## config.mk

```make
export PLATFORM = sky130hd
export DESIGN_NAME = coax_buffered_tx
export DESIGN_NICKNAME = d
export VERILOG_FILES = /design/src/rtl/coax_pkg.sv /design/src/rtl/coax_fifo.sv /design/src/rtl/coax_buffered_tx.sv
export SDC_FILE = /design/constraint.sdc
export NUM_CORES = 1
export LEC_CHECK = 0
export ABC_CLOCK_PERIOD_IN_PS = 6710
export CAP_MARGIN = 20
export CORE_MARGIN = 5
export CORE_UTILIZATION = 60
export CTS_BUF_LIST = sky130_fd_sc_hd__clkbuf_8 sky130_fd_sc_hd__clkbuf_16
export CTS_CLUSTER_DIAMETER = 150
export DETAILED_ROUTE_END_ITERATION = 16
export DONT_BUFFER_PORTS = 1
export GPL_ROUTABILITY_DRIVEN = 0
export MAX_ROUTING_LAYER = met4
export PLACE_DENSITY = 0.76
export SLEW_MARGIN = 30
export SYNTH_ARGS = -nofsm -noshare
export SYNTH_HDL_FRONTEND = slang
export SYNTH_SLANG_ARGS = --single-unit
export TNS_END_PERCENT = 10
```

## constraint.sdc

```tcl
create_clock -name clk -period 6.71 [get_ports clk]
set_input_delay 0.671 -clock clk [delete_from_list [all_inputs] [get_ports clk]]
set_output_delay 0.671 -clock clk [all_outputs]
set_load 0.01 [all_outputs]
```

## src/rtl/coax_pkg.sv

```systemverilog
// coax_pkg: shared word width and transmit-feeder FSM encoding.
package coax_pkg;
    localparam int COAX_WORD_WIDTH = 10;
    typedef enum logic {IDLE = 1'b0, HOLD = 1'b1} tx_state_e;
endpackage

```

## src/rtl/coax_fifo.sv

```systemverilog
// coax_fifo: synchronous FIFO; head is valid whenever empty is low.
module coax_fifo #(
    parameter int WIDTH = 10,
    parameter int DEPTH = 16
) (
    input  logic             clk,
    input  logic             reset,
    input  logic             push,
    input  logic             pop,
    input  logic [WIDTH-1:0] wdata,
    output logic [WIDTH-1:0] head,
    output logic             full,
    output logic             empty
);
    localparam int AW = $clog2(DEPTH);
    logic [WIDTH-1:0] mem_q [DEPTH];
    logic [AW-1:0]    wr_ptr_q, wr_ptr_d, rd_ptr_q, rd_ptr_d;
    logic [AW:0]      count_q, count_d;
    logic             do_push, do_pop;
    assign full  = count_q == (AW+1)'(DEPTH);
    assign empty = count_q == '0;
    assign head  = mem_q[rd_ptr_q];
    // a push while full is refused even if a pop frees a slot this same cycle
    always_comb begin
        do_push  = push && !full;
        do_pop   = pop && !empty;
        wr_ptr_d = wr_ptr_q + AW'(do_push);
        rd_ptr_d = rd_ptr_q + AW'(do_pop);
        count_d  = count_q + (AW+1)'(do_push) - (AW+1)'(do_pop);
    end
    always_ff @(posedge clk) begin
        if (reset) begin
            wr_ptr_q <= '0;
            rd_ptr_q <= '0;
            count_q  <= '0;
        end else begin
            wr_ptr_q <= wr_ptr_d;
            rd_ptr_q <= rd_ptr_d;
            count_q  <= count_d;
        end
        if (do_push) mem_q[wr_ptr_q] <= wdata;
    end
endmodule

```

## src/rtl/coax_buffered_tx.sv

```systemverilog
// coax_buffered_tx: buffers coax words and feeds them to coax_tx over strobe/ready.
module coax_buffered_tx
    import coax_pkg::*;
#(
    parameter int DEPTH       = 16,
    parameter int ACK_TIMEOUT = 64
) (
    input  logic                       clk,
    input  logic                       reset,
    input  logic [COAX_WORD_WIDTH-1:0] data,
    input  logic                       strobe,
    output logic                       full,
    output logic                       empty,
    output logic                       active,
    output logic                       error,
    output logic [COAX_WORD_WIDTH-1:0] tx_data,
    output logic                       tx_strobe,
    input  logic                       tx_ready,
    input  logic                       tx_active
);
    localparam int TW = $clog2(ACK_TIMEOUT + 1);
    tx_state_e                  state_q, state_d;
    logic [TW-1:0]              timer_q, timer_d;
    logic [COAX_WORD_WIDTH-1:0] tx_data_q, tx_data_d, head;
    logic                       tx_strobe_q, tx_strobe_d, error_q, error_d, pop;
    coax_fifo #(.WIDTH(COAX_WORD_WIDTH), .DEPTH(DEPTH)) u_fifo (
        .clk   (clk),
        .reset (reset),
        .push  (strobe),
        .pop   (pop),
        .wdata (data),
        .head  (head),
        .full  (full),
        .empty (empty)
    );
    assign pop       = state_q == IDLE && !empty && tx_ready;
    assign active    = !empty || tx_active || state_q != IDLE;
    assign error     = error_q;
    assign tx_data   = tx_data_q;
    assign tx_strobe = tx_strobe_q;
    always_comb begin
        state_d     = state_q;
        timer_d     = timer_q;
        tx_data_d   = tx_data_q;
        tx_strobe_d = 1'b0;
        error_d     = error_q || (strobe && full);
        if (state_q == IDLE) begin
            if (pop) begin
                tx_data_d   = head;
                tx_strobe_d = 1'b1;
                timer_d     = '0;
                state_d     = HOLD;
            end
        end else begin
            timer_d = timer_q + 1'b1;
            // a fall of tx_ready means the word was taken; otherwise give up after the timeout
            if (!tx_ready) begin
                state_d = IDLE;
            end else if (timer_q == TW'(ACK_TIMEOUT - 1)) begin
                error_d = 1'b1;
                state_d = IDLE;
            end
        end
    end
    always_ff @(posedge clk) begin
        if (reset) begin
            state_q     <= IDLE;
            timer_q     <= '0;
            tx_data_q   <= '0;
            tx_strobe_q <= 1'b0;
            error_q     <= 1'b0;
        end else begin
            state_q     <= state_d;
            timer_q     <= timer_d;
            tx_data_q   <= tx_data_d;
            tx_strobe_q <= tx_strobe_d;
            error_q     <= error_d;
        end
    end
endmodule

```

==> flow_metrics.env, run 1 <==
export IMPL_status="finished clean"
export IMPL_crit_path_start_kind="flip-flop"
export IMPL_antenna_found_initial=0
export IMPL_slew_limit_headroom_pct=38.0
export IMPL_die_w_um=123
export IMPL_dr_first_iter_drc_count=301
export IMPL_wl_um=13700
export IMPL_gr_usage_all_layers_pct=20.7
export IMPL_dp_hpwl_um=8720
export IMPL_ctsResizeCount=0
export IMPL_ys_warnings_count=0
export IMPL_utilization_pct=66.5
export IMPL_die_height_um=123
export IMPL_layout_nets=437
export IMPL_vias=3652
export IMPL_final_cell_mix="160 x edfxtp_1, 40 x mux4_2, 31 x dfxtp_1, 20 x mux2i_1"
export IMPL_root_buffer="clkbuf_16"
export IMPL_area_delta_synth_final_pct=9.45
export IMPL_crit_chain="inv_1 > ha_1 > and4bb_2 > nor2b_4 > or3b_2 > nor2_1"
export IMPL_grt_pass1_wl_um=21600
export IMPL_final_cells=597
export IMPL_finalPower_w=0.00273
export IMPL_skew_ps=6.79
export IMPL_crit_slowest_cell="nor2_1"
export IMPL_timing_fmax_mhz=365
export IMPL_fp_dieArea_um2=15000
export IMPL_worst_slew_pin_slew_ps=926
export IMPL_netlist_area_um2=7600
export IMPL_rr_worst_depth=6
export IMPL_crit_cells=6
export IMPL_cts_buffers=17
export IMPL_post_cts_setup_buffer_count=0
export IMPL_p_per_area_nw_per_um2=328
export IMPL_hold_violations=0
export IMPL_num_io_pins=30
export IMPL_path_class="reg -> reg"
export IMPL_end_kind="flip-flop"
export IMPL_grt_ovfl_total=0
export IMPL_firstDrtPassIters=5
export IMPL_finalMaxSlewViolations=0
export IMPL_n_fill_cell=856
export IMPL_setup_viol=0
export IMPL_crit_family="simple AND/OR/NAND/NOR gates"
export IMPL_syn_nets=437
export IMPL_period_share_pct=40.8
export IMPL_synth_avg_cell_area_um2=18.4
export IMPL_vdd_ir_drop_max_v=0.000176
export IMPL_ff2ff_setup_slack_ps=3970
export IMPL_synth_seq_cells=193
export IMPL_slowest_delay_ps=730
export IMPL_ant_nets=0
export IMPL_r2r_end="u_fifo.mem_q[4][6]"
export IMPL_cts_tree="built"
export IMPL_hold_buffers=0
export IMPL_startpoint="u_fifo.count_q[3]"
export IMPL_wl_per_cell_um=22.9
export IMPL_drv_cap=0
export IMPL_drive_gt1_share_pct=20.9
export IMPL_insertion_delay_ps=420
export IMPL_clockBufferDepth=2
export IMPL_grt_max_degree=42
export IMPL_yosys_cell_types_count=43
export IMPL_cts_sinks=193
export IMPL_start_util_pct=60.7
export IMPL_seq_area_um2=5470
export IMPL_fin_crit_ps=2740
export IMPL_core_um2=12500
export IMPL_cts_htree_levels=4
export IMPL_grt_pass1_vias=3766
export IMPL_clk_pin_slew_ps=60
export IMPL_synth_cells=412
export IMPL_rr_startpoint="u_fifo.count_q[3]"
export IMPL_post_place_cells=565
export IMPL_critPathRequiredTime_ps=6760
export IMPL_crit_buf_inv=1
export IMPL_antenna_cells=0
export IMPL_route_detailed_drc=0
export IMPL_multi_input_area_um2=2020
export IMPL_rsz0062_at_grt="no"
export IMPL_worstSetupEndpoint="u_fifo.mem_q[4][6]"
export IMPL_p_leak_nw=2.60
export IMPL_final_common_cell="edfxtp_1"
export IMPL_cp_max_fo=10
export IMPL_viasPerCell=6.12
export IMPL_port_buffers=0
export IMPL_hp_class="in -> reg"
export IMPL_cp_arrival_ps=2780
export IMPL_ys_seq_area_share_pct=71.9
export IMPL_timing_setup_tns_ps=0
export IMPL_rows=41
==> worst min-delay path by stage <==
stage               depth (start not counted)  slack, ps  startpoint                  to
global route                                1        280       reset  u_fifo.rd_ptr_q[1]
detailed placement                          2        470  timer_q[1]          timer_q[1]
finish                                      1        310       reset  u_fifo.rd_ptr_q[1]
floorplan                                   2        460  timer_q[1]          timer_q[1]
CTS                                         1        290       reset  u_fifo.rd_ptr_q[1]
global placement                            2        460  timer_q[1]          timer_q[1]
==> synth_stat cells (all sizes together) <==
cell type  number  area share, %
and2b           1          0.099
o21a            1          0.099
nand4           3           0.25
a21oi           6           0.40
mux2i          20            2.6
o21ai           3           0.20
a21o            1          0.099
o21bai          1          0.099
and2            2           0.20
mux4           40             12
buf            17            1.3
a221oi          1           0.12
or4b            1           0.13
nand2           4           0.23
inv             9           0.44
nor3           12           0.79
xnor2           5           0.58
nand3           6           0.40
nor2           25            1.2
and4bb          1           0.16
edfxtp        160             63
nor3b           1          0.099
fa              1           0.26
clkbuf          6           0.30
and3            2           0.16
dfxtp          33            8.7
ha              9            1.5
o221ai         10            1.2
nand2b          2           0.16
nor2b           7           0.68
xor2            5           0.58
nand3b         13            1.4
nor4b           1           0.12
or3             2           0.16
or3b            1           0.12
==> state kept, by name (all words and copies together), names as in the netlist <==
| signal | cells |
|---|---|
| u_fifo.mem_q | 160 |
| u_fifo.rd_ptr_q | 4 |
| u_fifo.count_q | 5 |
| tx_strobe | 1 |
| state_q | 1 |
| u_fifo.wr_ptr_q | 4 |
| timer_q | 7 |
| tx_data | 10 |
| error | 1 |
==> routing by layer <==
layer	track usage, %	wire length (µm)	vias to the layer above
li1	-	-	1628
met1	26.7	5710	1911
met2	31.7	6910	99
met3	6.36	862	14
met4	7.00	206	0
met5	-	0	-
==> area by class of cell <==
type	instances	area share [%]
Tap cell	172	2.59
Clock buffer	17	5.11
Multi-Input combinational cell	187	24.2
Clock inverter	15	1.52
Timing Repair Buffer	4	0.361
Inverter	9	0.406
Sequential cell	193	65.8
==> stage by stage <==
stage / hold slack, ps / cell area [µm²] / worst slack, ps
floorplan: 460 / 7600 / 4110
global placement: 465 / 7740 / 4070
detailed placement: 471 / 7750 / 3940
CTS: 287 / 8310 / 3920
global route: 282 / 8320 / 3800
finish: 312 / 8320 / 3970
==> cell families (layout without fill, tap and decap cells) <==
kind of cell,after synthesis,in the layout,share of synthesized area [%]
muxes,60,60,14.5
xor gates and xnor gates,10,10,1.15
and+or+nand+nor,84,84,6.44
AOI/OAI and AO/OA,23,23,2.24
DFF,193,193,71.9
adders and majority gates,10,10,1.75
buffers and inverters,32,45,2.02
==> worst register-to-register path: stages, from the launching register on <==
cell and delay, ps:
dfxtp_1 350, inv_1 70, ha_1 190, and4bb_2 290, nor2b_4 200, or3b_2 530, nor2_1 730
==> power breakdown <==
part,internal (W),switching [W]
clock network,0.000537,0.000404
registers,0.00137,0.0000653
logic,0.000167,0.000183
No activity file was read; power rests on OpenSTA's default activity.
==> inputs of run 2 (changes only) <==
--- a/config.mk
+++ b/config.mk
@@ -5,17 +5,17 @@
 export SDC_FILE = /design/constraint.sdc
 export NUM_CORES = 1
 export LEC_CHECK = 0
-export ABC_CLOCK_PERIOD_IN_PS = 6710
+export ABC_CLOCK_PERIOD_IN_PS = 2500
 export CAP_MARGIN = 20
 export CORE_MARGIN = 5
-export CORE_UTILIZATION = 60
+export CORE_UTILIZATION = 57
 export CTS_BUF_LIST = sky130_fd_sc_hd__clkbuf_8 sky130_fd_sc_hd__clkbuf_16
 export CTS_CLUSTER_DIAMETER = 150
 export DETAILED_ROUTE_END_ITERATION = 16
 export DONT_BUFFER_PORTS = 1
 export GPL_ROUTABILITY_DRIVEN = 0
 export MAX_ROUTING_LAYER = met4
-export PLACE_DENSITY = 0.76
+export PLACE_DENSITY = 0.75
 export SLEW_MARGIN = 30
 export SYNTH_ARGS = -nofsm -noshare
 export SYNTH_HDL_FRONTEND = slang
==> constraint.sdc (replaced) <==
create_clock -name clk -period 2.5 [get_ports clk]
set_input_delay 0.25 -clock clk [delete_from_list [all_inputs] [get_ports clk]]
set_output_delay 0.25 -clock clk [all_outputs]
set_load 0.01 [all_outputs]
==> run 2 against run 1 <==
  * Fmax up 13%
  * Via count increased by 7.1%
  * Routed wire length rose by 9.4%
  * Non-clock buffer count rose by 54
  * Combinational power increased to 3.5 times the previous value
  * Register-to-register slack got worse by 3900 ps
  * Worst setup slack worse by 3900 ps
  * Sequential power grew to 2.7 times the previous value
  * Sequential share of layout area is 4.3 points lower
  * Core utilization increased by 1.2 points
  * Final area grew 6.9%
  * Critical path type unchanged
  * Highest routed layer unchanged
==> flow_metrics.env, run 2 (synthesized netlist as in run 1, its figures left out) <==
export IMPL_grtUsageMet2_pct=32.8
export IMPL_cp_arrival_ps=2730
export IMPL_antenna_cells=0
export IMPL_utilization_pct=67.7
export IMPL_cts_htree_levels=4
export IMPL_final_cell_mix="160 x edfxtp_1, 40 x mux4_2, 29 x dfxtp_1, 29 x buf_4, 27 x dlygate4sd3_1"
export IMPL_status="finished clean"
export IMPL_final_common_cell="edfxtp_1"
export IMPL_drive_gt1_share_pct=25.9
export IMPL_grt_busiest_layer="met2"
export IMPL_finalMaxSlewViolations=0
export IMPL_wl_um=15000
export IMPL_hold_slack_ps=44.5
export IMPL_crit_path_start_kind="flip-flop"
export IMPL_dr_first_iter_drc_count=325
export IMPL_period_share_pct=96.6
export IMPL_skew_ps=6.37
export IMPL_clockBufferDepth=2
export IMPL_p_int_w=0.00584
export IMPL_ant_nets=0
export IMPL_num_io_pins=30
export IMPL_grt_pass1_wl_um=23500
export IMPL_die_height_um=125
export IMPL_die_w_um=125
export IMPL_start_util_pct=57.8
export IMPL_fin_crit_ps=2420
export IMPL_cp_max_fo=7
export IMPL_cts_buffers=17
export IMPL_cts_tree="built"
export IMPL_place_area_um2=7940
export IMPL_critPathRequiredTime_ps=2820
export IMPL_route_detailed_drc=0
export IMPL_clock_power_share_pct=34.8
export IMPL_layout_nets=491
export IMPL_viasPerCell=5.97
export IMPL_rows=42
export IMPL_crit_buf_inv=3
export IMPL_grtUsageMet3_pct=5.16
export IMPL_slew_limit_headroom_pct=58.2
export IMPL_grt_pass1_vias=4109
export IMPL_slowest_delay_ps=550
export IMPL_vdd_ir_drop_max_v=0.000545
export IMPL_dp_hpwl_um=9600
export IMPL_core_um2=13100
export IMPL_hold_violations=0
export IMPL_hp_class="in -> reg"
export IMPL_timing_fmax_mhz=414
export IMPL_setup_viol=0
export IMPL_root_buffer="clkbuf_16"
export IMPL_insertion_delay_ps=440
export IMPL_combPwrFrac_pct=16.0
export IMPL_largest_reg_flops=160
export IMPL_worst_slew_pin_slew_ps=624
export IMPL_path_class="reg -> reg"
export IMPL_grt_ovfl_total=0
export IMPL_drv_cap=0
export IMPL_p_seq_share_pct=49.2
export IMPL_port_buffers=0
export IMPL_crit_chain="inv_2 > ha_4 > or4b_4 > buf_4 > and3_1 > ha_1 > nor2b_1 > dlygate4sd3_1"
export IMPL_firstDrtPassIters=4
export IMPL_regMostFlops="u_fifo.mem_q"
export IMPL_finalPower_w=0.00777
export IMPL_final_cells=655
export IMPL_antenna_found_initial=0
export IMPL_p_per_area_nw_per_um2=874
export IMPL_fin_area_um2=8890
export IMPL_p_switching_w=0.00193
export IMPL_vias=3912
export IMPL_clk_pin_slew_ps=70
export IMPL_fp_dieArea_um2=15700
export IMPL_grt_max_degree=42
export IMPL_post_place_cells=592
export IMPL_area_delta_synth_final_pct=17.0
export IMPL_crit_family="buffers and inverters"
export IMPL_wl_per_cell_um=22.9
export IMPL_p_sw_share_pct=24.8
export IMPL_p_leak_nw=2.95
export IMPL_grt_util_met1_pct=27.2
export IMPL_gr_usage_all_layers_pct=20.8
export IMPL_crit_slowest_cell="dlygate4sd3_1"
export IMPL_end_kind="flip-flop"
export IMPL_cts_sinks=193
-- run 2: cell count changes in the layout (fill, tap and decap cells not counted), sizes merged --
cell | previous run | this run
inv | 10 | 15
dlygate4sd3 | 0 | 27
clkinv | 10 | 4
clkbuf | 17 | 22
bufinv | 2 | 0
buf | 4 | 31
clkinvlp | 2 | 0
-- run 2: layout make-up --
cell class,count,area [µm²]
clock buffer,22,539
inverter,9,33.8
fill,850,4240
clock inverter,10,80.1
tap,176,220
sequential,193,5470
timing repair buffer,58,528
multi-input combinational,187,2020
-- run 2: timing repair --
action | 4_1_cts | 5_1_grt
buffers inserted | 0 | 4
hold endpoints to repair | 183 | 0
resized for setup | 2 | 13
cloned | 0 | 0
endpoints found under the setup margin | 1 | 4
hold buffers | 27 | 0
pin swaps | 1 | 3
-- run 2: per-layer routing --
layer	part of all wire (%)	up-vias
li1	-	1741
met1	42	2045
met2	51	111
met3	6.6	15
met4	1.1	0
met5	0	-
-- run 2: worst paths after layout --
kind	from	to	slack, ps	depth (start not counted)
max reg2reg	u_fifo.count_q[2]	u_fifo.rd_ptr_q[1]	80	8
min reg2reg	tx_data[6]	tx_data[6]	580	2
max	u_fifo.count_q[2]	u_fifo.rd_ptr_q[1]	80	8
min	reset	tx_data[3]	40	2
-- run 2: stage by stage --
step	setup slack, ps	TNS [ps]
after global routing	-19.9	-19.9
after floorplan	64.6	0
after CTS	1.44	0
after global placement	191	0
after detailed placement	18.7	0
final	83.8	0
-- run 2: power groups by stage --
stage	clock network, W	registers [W]	logic [W]
after floorplan	0	0.00384	0.000813
after global placement	0	0.00387	0.000995
after detailed placement	0	0.00389	0.00105
after CTS	0.00274	0.00382	0.00116
after global routing	0.00289	0.00384	0.00138
final	0.00270	0.00383	0.00124
